<file path="src/rtl/fir_xifu_offload.sv">
// Core-side XIF issue/commit initiator for the FIR XIFU coprocessor.
// It holds a candidate FIFO, runs the issue/commit FSM, allocates ids and tracks outstanding instructions.
module fir_xifu_offload #(
  parameter int unsigned ID_WIDTH        = 4,
  parameter int unsigned MAX_OUTSTANDING = 4,
  parameter int unsigned FIFO_DEPTH      = 2
) (
  input  logic                                     clk_i,
  input  logic                                     rst_ni,
  input  logic                                     clear_i,
  input  logic                                     cand_valid_i,
  output logic                                     cand_ready_o,
  input  logic [31:0]                              cand_instr_i,
  input  logic [31:0]                              cand_rs1_i,
  input  logic [31:0]                              cand_rs2_i,
  output logic                                     issue_valid_o,
  input  logic                                     issue_ready_i,
  output logic [31:0]                              issue_instr_o,
  output logic [31:0]                              issue_rs0_o,
  output logic [31:0]                              issue_rs1_o,
  output logic [ID_WIDTH-1:0]                      issue_id_o,
  input  logic                                     issue_accept_i,
  input  logic                                     issue_writeback_i,
  input  logic                                     issue_loadstore_i,
  output logic                                     commit_valid_o,
  output logic [ID_WIDTH-1:0]                      commit_id_o,
  output logic                                     commit_kill_o,
  input  logic                                     kill_i,
  input  logic                                     retire_i,
  output logic                                     illegal_o,
  output logic                                     resp_wb_o,
  output logic                                     resp_ls_o,
  output logic [$clog2(MAX_OUTSTANDING+1)-1:0]     outstanding_o
);

  localparam int unsigned PTR_W = $clog2(FIFO_DEPTH);
  localparam int unsigned CNT_W = $clog2(FIFO_DEPTH + 1);
  localparam int unsigned OUT_W = $clog2(MAX_OUTSTANDING + 1);

  localparam logic [1:0] IDLE   = 2'd0;
  localparam logic [1:0] ISSUE  = 2'd1;
  localparam logic [1:0] COMMIT = 2'd2;

  typedef struct packed {
    logic [31:0] instr;
    logic [31:0] rs1;
    logic [31:0] rs2;
  } cand_t;

  cand_t               mem [FIFO_DEPTH];
  logic [PTR_W-1:0]    wr_ptr_q, rd_ptr_q;
  logic [CNT_W-1:0]    fifo_cnt_q;
  logic                fifo_full, fifo_empty;
  logic                push, pop;
  cand_t               head;

  logic [1:0]          state_q, state_d;
  logic [ID_WIDTH-1:0] id_q, commit_id_q;
  logic [OUT_W-1:0]    out_q;
  logic                illegal_q, resp_wb_q, resp_ls_q;
  logic                issue_hs, accept_hs, retire_dec;

  assign fifo_full    = (fifo_cnt_q == CNT_W'(FIFO_DEPTH));
  assign fifo_empty   = (fifo_cnt_q == '0);
  assign cand_ready_o = !fifo_full;
  assign push         = cand_valid_i && cand_ready_o;
  assign head         = mem[rd_ptr_q];

  assign issue_hs   = (state_q == ISSUE) && issue_ready_i;
  assign accept_hs  = issue_hs && issue_accept_i;
  assign pop        = issue_hs;
  // A retire with nothing outstanding is dropped so the counter saturates at zero.
  assign retire_dec = retire_i && (out_q != '0);

  // NOTE: the storage array has no reset; a slot is only read after it was written,
  // and the issue outputs are gated by issue_valid_o so stale contents never leak out.
  always_ff @(posedge clk_i) begin
    if (push) mem[wr_ptr_q] <= '{instr: cand_instr_i, rs1: cand_rs1_i, rs2: cand_rs2_i};
  end

  // NOTE: all state registers use non-blocking assignments so every flop samples
  // pre-edge values regardless of statement order.
  always_ff @(posedge clk_i or negedge rst_ni) begin
    if (!rst_ni) begin
      wr_ptr_q   <= '0;
      rd_ptr_q   <= '0;
      fifo_cnt_q <= '0;
    end else if (clear_i) begin
      wr_ptr_q   <= '0;
      rd_ptr_q   <= '0;
      fifo_cnt_q <= '0;
    end else begin
      if (push) wr_ptr_q <= wr_ptr_q + PTR_W'(1);
      if (pop)  rd_ptr_q <= rd_ptr_q + PTR_W'(1);
      case ({push, pop})
        2'b10:   fifo_cnt_q <= fifo_cnt_q + CNT_W'(1);
        2'b01:   fifo_cnt_q <= fifo_cnt_q - CNT_W'(1);
        default: fifo_cnt_q <= fifo_cnt_q;
      endcase
    end
  end

  always_comb begin
    // NOTE: default assignment first, so no branch leaves state_d unassigned and no latch is inferred.
    state_d = state_q;
    case (state_q)
      IDLE:    if (!fifo_empty && (out_q < OUT_W'(MAX_OUTSTANDING))) state_d = ISSUE;
      ISSUE:   if (issue_hs) state_d = issue_accept_i ? COMMIT : IDLE;
      COMMIT:  state_d = IDLE;
      default: state_d = IDLE;
    endcase
  end

  always_ff @(posedge clk_i or negedge rst_ni) begin
    if (!rst_ni) begin
      state_q     <= IDLE;
      id_q        <= '0;
      commit_id_q <= '0;
      out_q       <= '0;
      illegal_q   <= 1'b0;
      resp_wb_q   <= 1'b0;
      resp_ls_q   <= 1'b0;
    end else if (clear_i) begin
      state_q     <= IDLE;
      id_q        <= '0;
      commit_id_q <= '0;
      out_q       <= '0;
      illegal_q   <= 1'b0;
      resp_wb_q   <= 1'b0;
      resp_ls_q   <= 1'b0;
    end else begin
      state_q   <= state_d;
      illegal_q <= issue_hs && !issue_accept_i;
      if (accept_hs) begin
        commit_id_q <= id_q;
        id_q        <= id_q + ID_WIDTH'(1);
        resp_wb_q   <= issue_writeback_i;
        resp_ls_q   <= issue_loadstore_i;
      end
      if (accept_hs && !retire_dec)      out_q <= out_q + OUT_W'(1);
      else if (retire_dec && !accept_hs) out_q <= out_q - OUT_W'(1);
    end
  end

  assign issue_valid_o  = (state_q == ISSUE);
  assign issue_instr_o  = issue_valid_o ? head.instr : '0;
  assign issue_rs0_o    = issue_valid_o ? head.rs1   : '0;
  assign issue_rs1_o    = issue_valid_o ? head.rs2   : '0;
  assign issue_id_o     = issue_valid_o ? id_q       : '0;

  assign commit_valid_o = (state_q == COMMIT);
  assign commit_id_o    = commit_valid_o ? commit_id_q : '0;
  assign commit_kill_o  = commit_valid_o && kill_i;

  assign illegal_o      = illegal_q;
  assign resp_wb_o      = resp_wb_q;
  assign resp_ls_o      = resp_ls_q;
  assign outstanding_o  = out_q;

endmodule

</file>
<file path="config.mk">
export PLATFORM = sky130hd
export DESIGN_NAME = fir_xifu_offload
export DESIGN_NICKNAME = d
export VERILOG_FILES = /design/src/rtl/fir_xifu_offload.sv
export SDC_FILE = /design/constraint.sdc
export NUM_CORES = 1
export LEC_CHECK = 0
export CORE_AREA = 2 2 135 163
export DETAILED_ROUTE_END_ITERATION = 8
export DIE_AREA = 0 0 137 165
export PLACE_DENSITY = 0.69
export SYNTH_ARGS = -nofsm -noshare
export SYNTH_HDL_FRONTEND = slang
export SYNTH_SLANG_ARGS = --single-unit
</file>
<file path="constraint.sdc">
create_clock -name clk_i -period 13.6 [get_ports clk_i]
set_input_delay 1.36 -clock clk_i [delete_from_list [all_inputs] [get_ports clk_i]]
set_output_delay 1.36 -clock clk_i [all_outputs]
set_load 0.005 [all_outputs]
</file>
After elaboration in Yosys (flattened, before gate mapping)
Memory sizes are Yosys's and may differ from the RTL's.
Cells that the tools add are included.
- word-level logic and storage cells: 79
- input bits: 106
- output and inout port bits: 114
- memories: 1
- register bits after elaboration: 20
- RAM bits: 192
- memory list (memory ; depth ; bits a word ; read ports ; clocked after memory_dff ; write ports ; RTL line ; RTL):
    mem ; 2 ; 96 ; 1 ; 0 ; 1 ; 50 ; cand_t mem [FIFO_DEPTH];
- magnitude comparators: 1
- add/sub/neg operators: 7
- eq/ne operators: 7
- reductions and logical operators: 23
- mux-type cells: 30
- operator list (operator ; count):
    32-bit 2-to-1 mux ; 3
    4-bit 2-to-1 mux ; 6
    1-bit 2-to-1 mux ; 11
    2-bit 2-to-1 mux ; 5
    1-bit logical AND ; 9
    3-bit 2-to-1 mux ; 3
    3-bit nonzero test ; 3
    2-bit case mux with 2 select lines ; 2
    2-bit equality test (second input constant) ; 3
    2-bit nonzero test ; 3
    1-bit logical NOT ; 5
    4-bit by 1-bit adder with 4-bit output (second input constant) ; 1
    2-bit by 1-bit equality test with 1-bit output (second input constant) ; 2
    2-bit logical NOT ; 2
    3-bit by 1-bit adder with 3-bit output (second input constant) ; 1
    3-bit less-than comparator (second input constant) ; 1
    3-bit by 2-bit inequality test with 1-bit output (second input constant) ; 1
    3-bit inequality test (second input constant) ; 1
    3-bit by 1-bit subtractor with 3-bit output (second input constant) ; 1
    1-bit adder (second input constant) ; 2
    2-bit by 1-bit adder with 2-bit output (second input constant) ; 1
    2-bit AND reduction ; 1
    2-bit by 1-bit subtractor with 2-bit output (second input constant) ; 1

Logic depth before layout (Yosys ltp)
- depth after elaboration: 8
- gate-level depth with buffers: 8
- gate-level depth less buffers: 6

Worst setup path before layout
No wires, ideal clock.
- path type: input port to flip-flop
- start: input port cand_valid_i
- end: memory mem[0][0] (netlist bit), enable pin
- data arrival time: 5.453 ns
- slack: 7.596 ns
- buffers on the path: 0
- cell stages on the path: 2
- setup time: 0.551 ns
- data required time: 13.049 ns
- cells stage by stage: nand2_1 > nor2_1
- cells in the longest elaborated chain, start to end: 3
- ends and longest elaborated chain (element ; RTL line ; RTL):
    from (decl) ; 11 ; input logic cand_valid_i,
    1-bit logical AND ; 66 ; assign push = cand_valid_i && cand_ready_o;
    1-bit 2-to-1 mux ; 78 ; if (push) mem[wr_ptr_q] <= '{instr: cand_instr_i, rs1: cand_rs1_i, rs2: cand_rs2_i};
    1-bit 2-to-1 mux (not written as such) ; 78 ;
    to (decl) ; 50 ;
No other way between the ends.

Final worst setup path
- start: register rd_ptr_q
- end: output port issue_rs1_o[28]
- cells in the longest elaborated chain, start to end: 2
- ends and longest elaborated chain (element ; RTL line ; RTL):
    from (decl) ; 51 ; logic [PTR_W-1:0] wr_ptr_q, rd_ptr_q;
    from (signal assigned) ; 94 ; if (pop) rd_ptr_q <= rd_ptr_q + PTR_W'(1);
    memory read 2 x 96 bit ; -- ;
    32-bit 2-to-1 mux ; 148 ; assign issue_rs1_o = issue_valid_o ? head.rs2 : '0;
    to (decl) ; 20 ; output logic [31:0] issue_rs1_o,
No other way between the ends.

==> results.txt <==
CTS tree = built
Routed WL per cell = 17.6 microns
Crit path launch type = flip-flop
Period minus WS final = 4.61 ns
Yosys warns = 0
Final setup fails = 0
Row count = 58
R2r worst-path depth = 5
Mean area per synthesized cell = 15.9 sq um
Sequential area share after synthesis = 0.758
Met2 GRT Util = 0.281
I/O pins = 220
Slowest-stage cell, CP = dfrtp_4
Die H = 165 microns
Crit. End Element = output pin
Met1 usage = 0.184
Hold depth = 1
Clk_skew = 0.00604 ns
Drt first-iter violations = 264
Int Power = 1500 uW
Fin. Hold Viols = 0
Area share of the largest cell type after synthesis = 0.697
Multiplexer share of the synthesized area = 0.117
GRT Residual Overflow = 0
Post-Route WL = 18100 microns
Max Cap Viol = 0
Max VDD drop = 0.157 mV
Crit-path cells = buf_4, mux2i_1, nor2_1, clkdlybuf4s50_1
Register bit total from synthesis = 212
Area of the multi-input gates = 0.00186 sq mm
Antenna Violating Nets Remaining = 0
Sequential fraction of design power = 0.433
Async set or reset register ratio after synthesis = 0.0943
Placed Area = 0.0107 sq mm
XOR/XNOR share of the synthesized area = 0.0112
NetSw = 553 uW
Post-synth cell types = 31
Core area = 0.0209 sq mm
Slowest Stage Delay on Critical Path = 0.92 ns
Cells after Synth = 519
Worst Tran Pin Value = 1.07 ns
Max H-tree Level = 1
Final instance area = 0.0115 sq mm
Hold Path Origin = state_q[1]$_DFFE_PN0P_
Synthesized area = 0.00827 sq mm
Clock sinks = 212
Worst-path fanout max = 55
CP Class = flip-flop to output pin
Pins Over Slew Limit = 0
Vias per Instance = 4.83
Clock power share = 0.306
Sw Ratio = 0.269
Largest family of logic cells by synthesized area = multiplexers
CTS Buf Count = 22
Layout area overhead = 38.9%
Peak Freq = 217 MHz
RSZ-0062 raised after global routing = no
Post-DP HPWL = 11700 microns
CP required = 12.24 ns
Worst r2r src = fifo_cnt_q[0]$_DFFE_PN0P_
Hold EP = state_q[0]$_DFFE_PN0P_
GRT Util Overall = 0.158
Layer with the highest usage = met2
First-pass GRT wire length = 27700 microns
Root buffer cell = clkbuf_16
Adder-Cell Fraction of Synth Area = 0.00393
Largest area contributor in the netlist = edfxtp_1
Clock slew at reported path FFs = 0.06 ns
Status = complete, no violations
Top post-synthesis cells by area = edfxtp_1 (70%), mux2i_1 (12%), dfrtp_1 (6.1%)
Resize count post-CTS = 0
HP Class = flip-flop to flip-flop
Post-synth EDFFs = 192
Pin count of the biggest net entering global routing = 98
Lkg Pwr = 0.00386 uW
Slew margin rel. = 0.283
TNS Setup = 0 ns
Simple-gate portion of the synthesized area = 0.0758
FILL cells = 1677
Post-CTS Setup Bufs = 0
Worst skew pair latency = 0.49 ns
Post-synth top flop = edfxtp_1
Register area = 0.00627 sq mm
Placer Congestion = 0.748
Dominant cell by count in the synthesized netlist = edfxtp_1
Deepest clock path buffer count = 3
Worst R2R End = mem[0][28]$_DFFE_PP_
Share of post-route cells with drive strength above 1 = 0.0636
Synth Area in Compound Gates = 0.0141
Vias = 4957
Die X = 137 microns
Worst EP arrival = 3.25 ns
Initial Utilization = 0.396
M3 GR Usage = 0.0353
Nets = 847
IO Port Bufs = 219
Synth top cells by count = edfxtp_1 (192), nor2_1 (107), mux2i_1 (97)
1st-pass router iterations = 4
Combinational share of power = 0.261
DRC Markers = 0
Die ar. = 0.0226 sq mm
Final period util = 0.339
Syn nets = 627
R2R Setup Slk = 11.03 ns
Vias in the first global route = 5258
Post-CTS Hold Fix Bufs = 0
Initial antenna violation count = 1
Pwr dens = 179 mW/mm^2
kinds of logic after synthesis:
family	after synthesis
buffers and inverters	32
XOR/XNOR	9
AO/OA/AOI/OAI	18
AND/OR/NAND/NOR	149
flip-flops	212
adder cells (fa/ha/maj)	2
multiplexers	97
registers in the layout, summed over array words and instances, names as in the netlist:
register and flops:
mem 192, commit_id_q 4, id_q 4, outstanding_o 3, fifo_cnt_q 2, state_q 2, illegal_o 1, rd_ptr_q 1
resp_ls_o 1, resp_wb_o 1, wr_ptr_q 1
metrics by stage:
stage / hold slack [ns] / util / total power (uW) / setup slack [ns] / instances
2_1_floorplan: 0.460 / - / 1170 / 7.60 / 519
3_3_place_gp: 0.494 / 0.512 / 1430 / 9.49 / 985
3_5_place_dp: 0.512 / 0.512 / 1450 / 9.44 / 985
4_1_cts: 0.519 / 0.549 / 2080 / 8.90 / 1025
5_1_grt: 0.553 / 0.549 / 2150 / 8.76 / 1026
6_report: 0.520 / 0.549 / 2050 / 8.99 / 1026
layout make-up:
cell class	count	share of cell area
tap	270	0.0294
multi-input combinational	275	0.162
clock inverter	15	0.0166
antenna	1	0.000218
timing repair buffer	223	0.194
sequential	212	0.546
inverter	5	0.00163
clock buffer	25	0.0508
cells in the final DEF, fill, tap and decap left out, types with 2 or more instances in the layout:
| cell | instances |
|---|---|
| a211oi_1 | 3 |
| a21oi_1 | 8 |
| and2_1 | 10 |
| buf_4 | 4 |
| bufinv_16 | 4 |
| clkbuf_1 | 2 |
| clkbuf_16 | 23 |
| clkdlybuf4s50_1 | 219 |
| clkinv_2 | 4 |
| clkinvlp_4 | 5 |
| dfrtp_1 | 19 |
| edfxtp_1 | 192 |
| inv_1 | 5 |
| mux2i_1 | 97 |
| nand2_1 | 18 |
| nor2_1 | 106 |
| nor3_1 | 5 |
| o21ai_0 | 3 |
| xnor2_1 | 3 |
| xor2_1 | 5 |
worst max-delay path, delay by kind of cell, from the launching register on:
family / cells / cell delay, ns
flops: 1 / 0.92
buf+inv: 2 / 1.40
mux: 1 / 0.21
simple gates: 1 / 0.17
power groups by stage:
stage | Combinational, uW | Sequential [uW] | Clock (uW)
final | 535 | 889 | 628
after global routing | 585 | 901 | 666
after CTS | 547 | 891 | 644
after detailed placement | 543 | 904 | 0
after global placement | 534 | 897 | 0
after floorplan | 280 | 888 | 0
worst max-delay path by stage:
stage,from,to,slack (ns),cells past startpoint
after floorplan,cand_valid_i,mem[0][0]$_DFFE_PP_,7.60,2
after global placement,rd_ptr_q$_DFFE_PN0P_,issue_rs0_o[31],9.49,4
after detailed placement,rd_ptr_q$_DFFE_PN0P_,issue_instr_o[2],9.44,4
after CTS,rd_ptr_q$_DFFE_PN0P_,issue_instr_o[2],8.90,4
after global routing,rd_ptr_q$_DFFE_PN0P_,issue_rs1_o[28],8.76,4
final,rd_ptr_q$_DFFE_PN0P_,issue_rs1_o[28],8.99,4
per-layer routing:
layer | part of all wire | vias up | wire length (microns)
met3 | 0.058 | 41 | 1050
met1 | 0.38 | 2429 | 6900
met4 | 0.030 | 0 | 534
met5 | 0 | - | 0
met2 | 0.53 | 159 | 9580
li1 | - | 2328 | -
No activity file was read; power rests on OpenSTA's default activity.
==> variant 1, RTL diff (same settings) <==
The parameter `MAX_OUTSTANDING` goes from 4 to 8.
--- a/src/rtl/fir_xifu_offload.sv
+++ b/src/rtl/fir_xifu_offload.sv
@@ -3,5 +3,5 @@
 module fir_xifu_offload #(
   parameter int unsigned ID_WIDTH        = 4,
-  parameter int unsigned MAX_OUTSTANDING = 4,
+  parameter int unsigned MAX_OUTSTANDING = 8,
   parameter int unsigned FIFO_DEPTH      = 2
 ) (
Ports: changed (resized outstanding_o); port bits go from 220 to 221. The function was not compared with the original's and may differ.
==> variant 1 against the original RTL <==
  * Count of clock-buffer cells in the layout is 4 higher
  * Worst hold slack worse by 9.3 ps
  * Wire length is 0.34% higher
  * Sequential power fell by 4.6%
  * Power shrank 9.7%
  * Worst setup slack got worse by 37 ps
  * Synthesized area grew 0.64%
  * Final area grew 0.50%
  * Sequential cell count increased by 1
==> variant 1: results (changes against the original RTL) <==
* Status: complete, no violations
* 1st-iter DRT viols at 220 (-17%)
* Area growth from synthesis to layout at 38.7%
* Port Buffers at 220 (+0.46%)
* Count of cell types in the netlist at 30 (-3.2%)
* DR WL met2 at 9.57 mm (-0.14%)
* Signal buffers share of area at 0.193 (about the same)
* Vias in the first global route at 5,330 (+1.4%)
* Synth Area in Compound Gates at 0.0146 (+0.000513)
* FILL cells at 1,704 (+1.6%)
* Cell internal pwr at 1.37 mW (-8.3%)
* Fraction of area in multi-input gates at 0.166 (+0.00396)
* Commonest cells in the netlist: edfxtp_1, nor2_1, mux2i_1
* Area contributors post-synth: edfxtp_1, mux2i_1, dfrtp_1
* Placed Instance Area at 10,800 sq um (+0.88%)
* Hold_ws at 511 ps (-9.30 ps)
* Share of power burned in registers at 0.457 (+0.024)
* Reg2Reg Depth at 7 (+2)
* Reg2reg setup slack at 10,960 ps (-70 ps)
* Pre-CTS setup slack at 9450 ps (+11.5 ps)
* #MultiIn Comb at 284 (+3.3%)
* Metal-1 WL at 7.03 mm (+1.9%)
* Wire length on met3 at 1.28 mm (+21%)
* Crit path DAT at 3290 ps (+40 ps)
* Layout cells sized above 1 at 0.0600 (-0.00360)
* Sequential share of cell area at 0.545 (-0.000556)
* Total track usage at 0.159 (+0.00130)
* RR Endpoint: outstanding_o[3]
* Met1 Track Usage GR at 0.185 (+0.000924)
* Nonclk buf count at 224 (+0.45%)
* Layout Cells excl Fill at 1,037 (+1.1%)
* Maximum vdd drop at 0.000109 V (-31%)
* Async SR Flop Fraction at 0.0986 (+0.00425)
* Final Power at 1.85 mW (-9.7%)
* Mapped Nets at 638 (+1.8%)
[variant 1: cell count changes after synthesis, moves of 2 or more]
cell     change
buf_4        -4
buf_1        +4
nand3_1      +2
ha_1         +2
a21oi_1      +3
o21ai_0      -3
nor2_1       +3
[variant 1: how the worst max path moves through the flow]
stage	slack [ps]	to	cells past startpoint	from
after floorplan	7620	mem[0][0]	2	cand_valid_i
after global placement	9410	issue_rs0_o[3]	4	rd_ptr_q
after detailed placement	9450	issue_rs0_o[3]	4	rd_ptr_q
after CTS	8870	issue_rs0_o[3]	4	rd_ptr_q
after global routing	8720	issue_rs0_o[3]	4	rd_ptr_q
final	8950	issue_rs1_o[22]	4	rd_ptr_q
[variant 1: critical path, stage by stage (launching register included)]
cell             delay (ps)
dfrtp_4                 790
buf_4                   950
mux2i_1                 180
nor2_1                  230
clkdlybuf4s50_1         560
==> variant 2, RTL diff (same settings) <==
Made on the original files. Make the reset (`rst_ni`) synchronous in 2 clocked blocks.
--- a/src/rtl/fir_xifu_offload.sv
+++ b/src/rtl/fir_xifu_offload.sv
@@ -81,5 +81,5 @@
   // NOTE: all state registers use non-blocking assignments so every flop samples
   // pre-edge values regardless of statement order.
-  always_ff @(posedge clk_i or negedge rst_ni) begin
+  always_ff @(posedge clk_i) begin
     if (!rst_ni) begin
       wr_ptr_q   <= '0;
@@ -112,5 +112,5 @@
   end
 
-  always_ff @(posedge clk_i or negedge rst_ni) begin
+  always_ff @(posedge clk_i) begin
     if (!rst_ni) begin
       state_q     <= IDLE;
Check against the original RTL: differs if rst_ni is asserted again (counterexample within 4 cycles, from zero or initial values and one cycle with rst_ni low); with rst_ni held inactive, the same outputs for 4 cycles.
==> variant 2 against the original RTL <==
  * Final area fell by 1.7%
  * Non-clock buffer count decreased by 1
  * Count of clock-buffer cells in the layout is the same
  * Sequential cell count up 1
  * Synthesized area fell by 1.4%
  * Wire length is 4.2% lower
  * Worst setup slack improved by 65 ps
  * Highest routed layer unchanged
Power is not compared: it rests on default switching activity, and its combinational part moved more than twofold at a synthesized area within 25%.
==> variant 2: results (changes against the original RTL) <==
* Largest regs: mem: 192 flops, commit_id_q: 4 flops, id_q: 4 flops
* Largest net degree at the start of global routing at 98 (unchanged)
* Vias in the first global route at 5,195 (-1.2%)
* Mapped Nets at 623 (-0.64%)
* WL/cell at 17.0 um (-3.6%)
* RD Place Congestion at 0.754 (+0.87%)
* Crit path DAT at 3180 ps (-70 ps)
* 1st-iter DRT viols at 228 (-14%)
* N_diodes at 0 (-1)
* Area contributors post-synth: edfxtp_1, mux2i_1, dfxtp_1
* Cts repair resizes at 0 (unchanged)
* Vias/cell at 4.73 (-2.2%)
* Total track usage at 0.149 (-0.00907)
* FILL cells at 1,695 (+1.1%)
* Async SR Flop Fraction at 0 (-0.0943)
* Sequential area share after synthesis at 0.759 (+0.00111)
* Max-Slew Margin vs Limit at 0.267 (-0.0168)
* First-pass GRT wire length at 25.9 mm (-6.4%)
* Maximum vdd drop at 0.0000910 V
* Crit path largest cell delay at 1020 ps (+100 ps)
* Commonest non-fill, non-tap cell in the layout: clkdlybuf4s50_1
* Buffers from clock root to sink, at most at 3 (unchanged)
* Critical Path Slowest Stage Cell: dfxtp_4
* Port Buffers at 219 (unchanged)
* Commonest cells in the netlist: edfxtp_1, nor2_1, mux2i_1
* Htree depth at 1 (unchanged)
* Layout cells sized above 1 at 0.0533 (-0.0102)
* Final HPWL DP at 11.2 mm (-4.3%)
* Status: complete, no violations
* Count of cell types in the netlist at 30 (-3.2%)
* Final nets at 844 (-0.35%)
* Worst-case clock skew at 8.17 ps (+2.12 ps)
* Maximum fanout along the worst path at 57 (+3.6%)
* Antenna violations before repair at 0 (-1)
## variant 2: power groups by stage
stage               Clock (mW)  Combinational, mW  Sequential (mW)
finish                   0.583             0.0814            0.750
floorplan                    0             0.0288            0.764
global route             0.627             0.0889            0.752
global placement             0             0.0802            0.763
detailed placement           0             0.0830            0.764
CTS                      0.599             0.0834            0.750
## variant 2: path summary, 6_finish.rpt
kind	from	end	slack (ps)	depth (start not counted)
worst max-delay path	register	issue_rs1_o[26]	9060	4
worst min-delay path	commit_id_q[1]	commit_id_q[1]	450	2
worst max register to register	state_q[0]	outstanding_o[2]	10970	8
worst min register to register	commit_id_q[1]	commit_id_q[1]	450	2
## variant 2: layout make-up
class                           count  area [sq um]  share of cell area
Tap cell                          270           338              0.0299
Sequential cell                   213          6190               0.549
Timing Repair Buffer              222          2210               0.196
Clock inverter                     15           129              0.0114
Multi-Input combinational cell    269          1810               0.160
Inverter                            6          25.0             0.00222
Clock buffer                       25           583              0.0517
## variant 2: kinds of logic (layout without fill, tap and decap cells)
kind of cell | Yosys count | after routing | synth area share
DFF | 213 | 213 | 0.759
and+or+nand+nor | 142 | 142 | 0.0731
muxes | 98 | 98 | 0.120
buffers and inverters | 31 | 268 | 0.0212
AOI/OAI and AO/OA | 19 | 19 | 0.0129
xor gates and xnor gates | 6 | 6 | 0.00645
adders and majority gates | 4 | 4 | 0.00706
## variant 2: per-stage QoR
stage / instance area [sq um] / std cells / utilization / worst slack, ps
after floorplan: 8150 / 513 / - / 9500
after global placement: 10600 / 980 / 0.506 / 9560
after detailed placement: 10600 / 980 / 0.506 / 9470
after CTS: 11300 / 1020 / 0.540 / 8940
after global routing: 11300 / 1020 / 0.540 / 8810
final: 11300 / 1020 / 0.540 / 9060
## variant 2: worst max-delay path, delay by kind of cell (launching register included)
family	cells	cell delay [ps]
AND/OR/NAND/NOR	1	160
flip-flops	1	1020
buffers and inverters	2	1250
multiplexers	1	200
## variant 2: per-layer routing
layer  up-vias  wire length (um)  GRT usage
met5         -                 0          0
met2       177              9280      0.284
li1       2309                 -          -
met1      2301              6440      0.160
met4         0               312     0.0398
met3        33              1280     0.0378
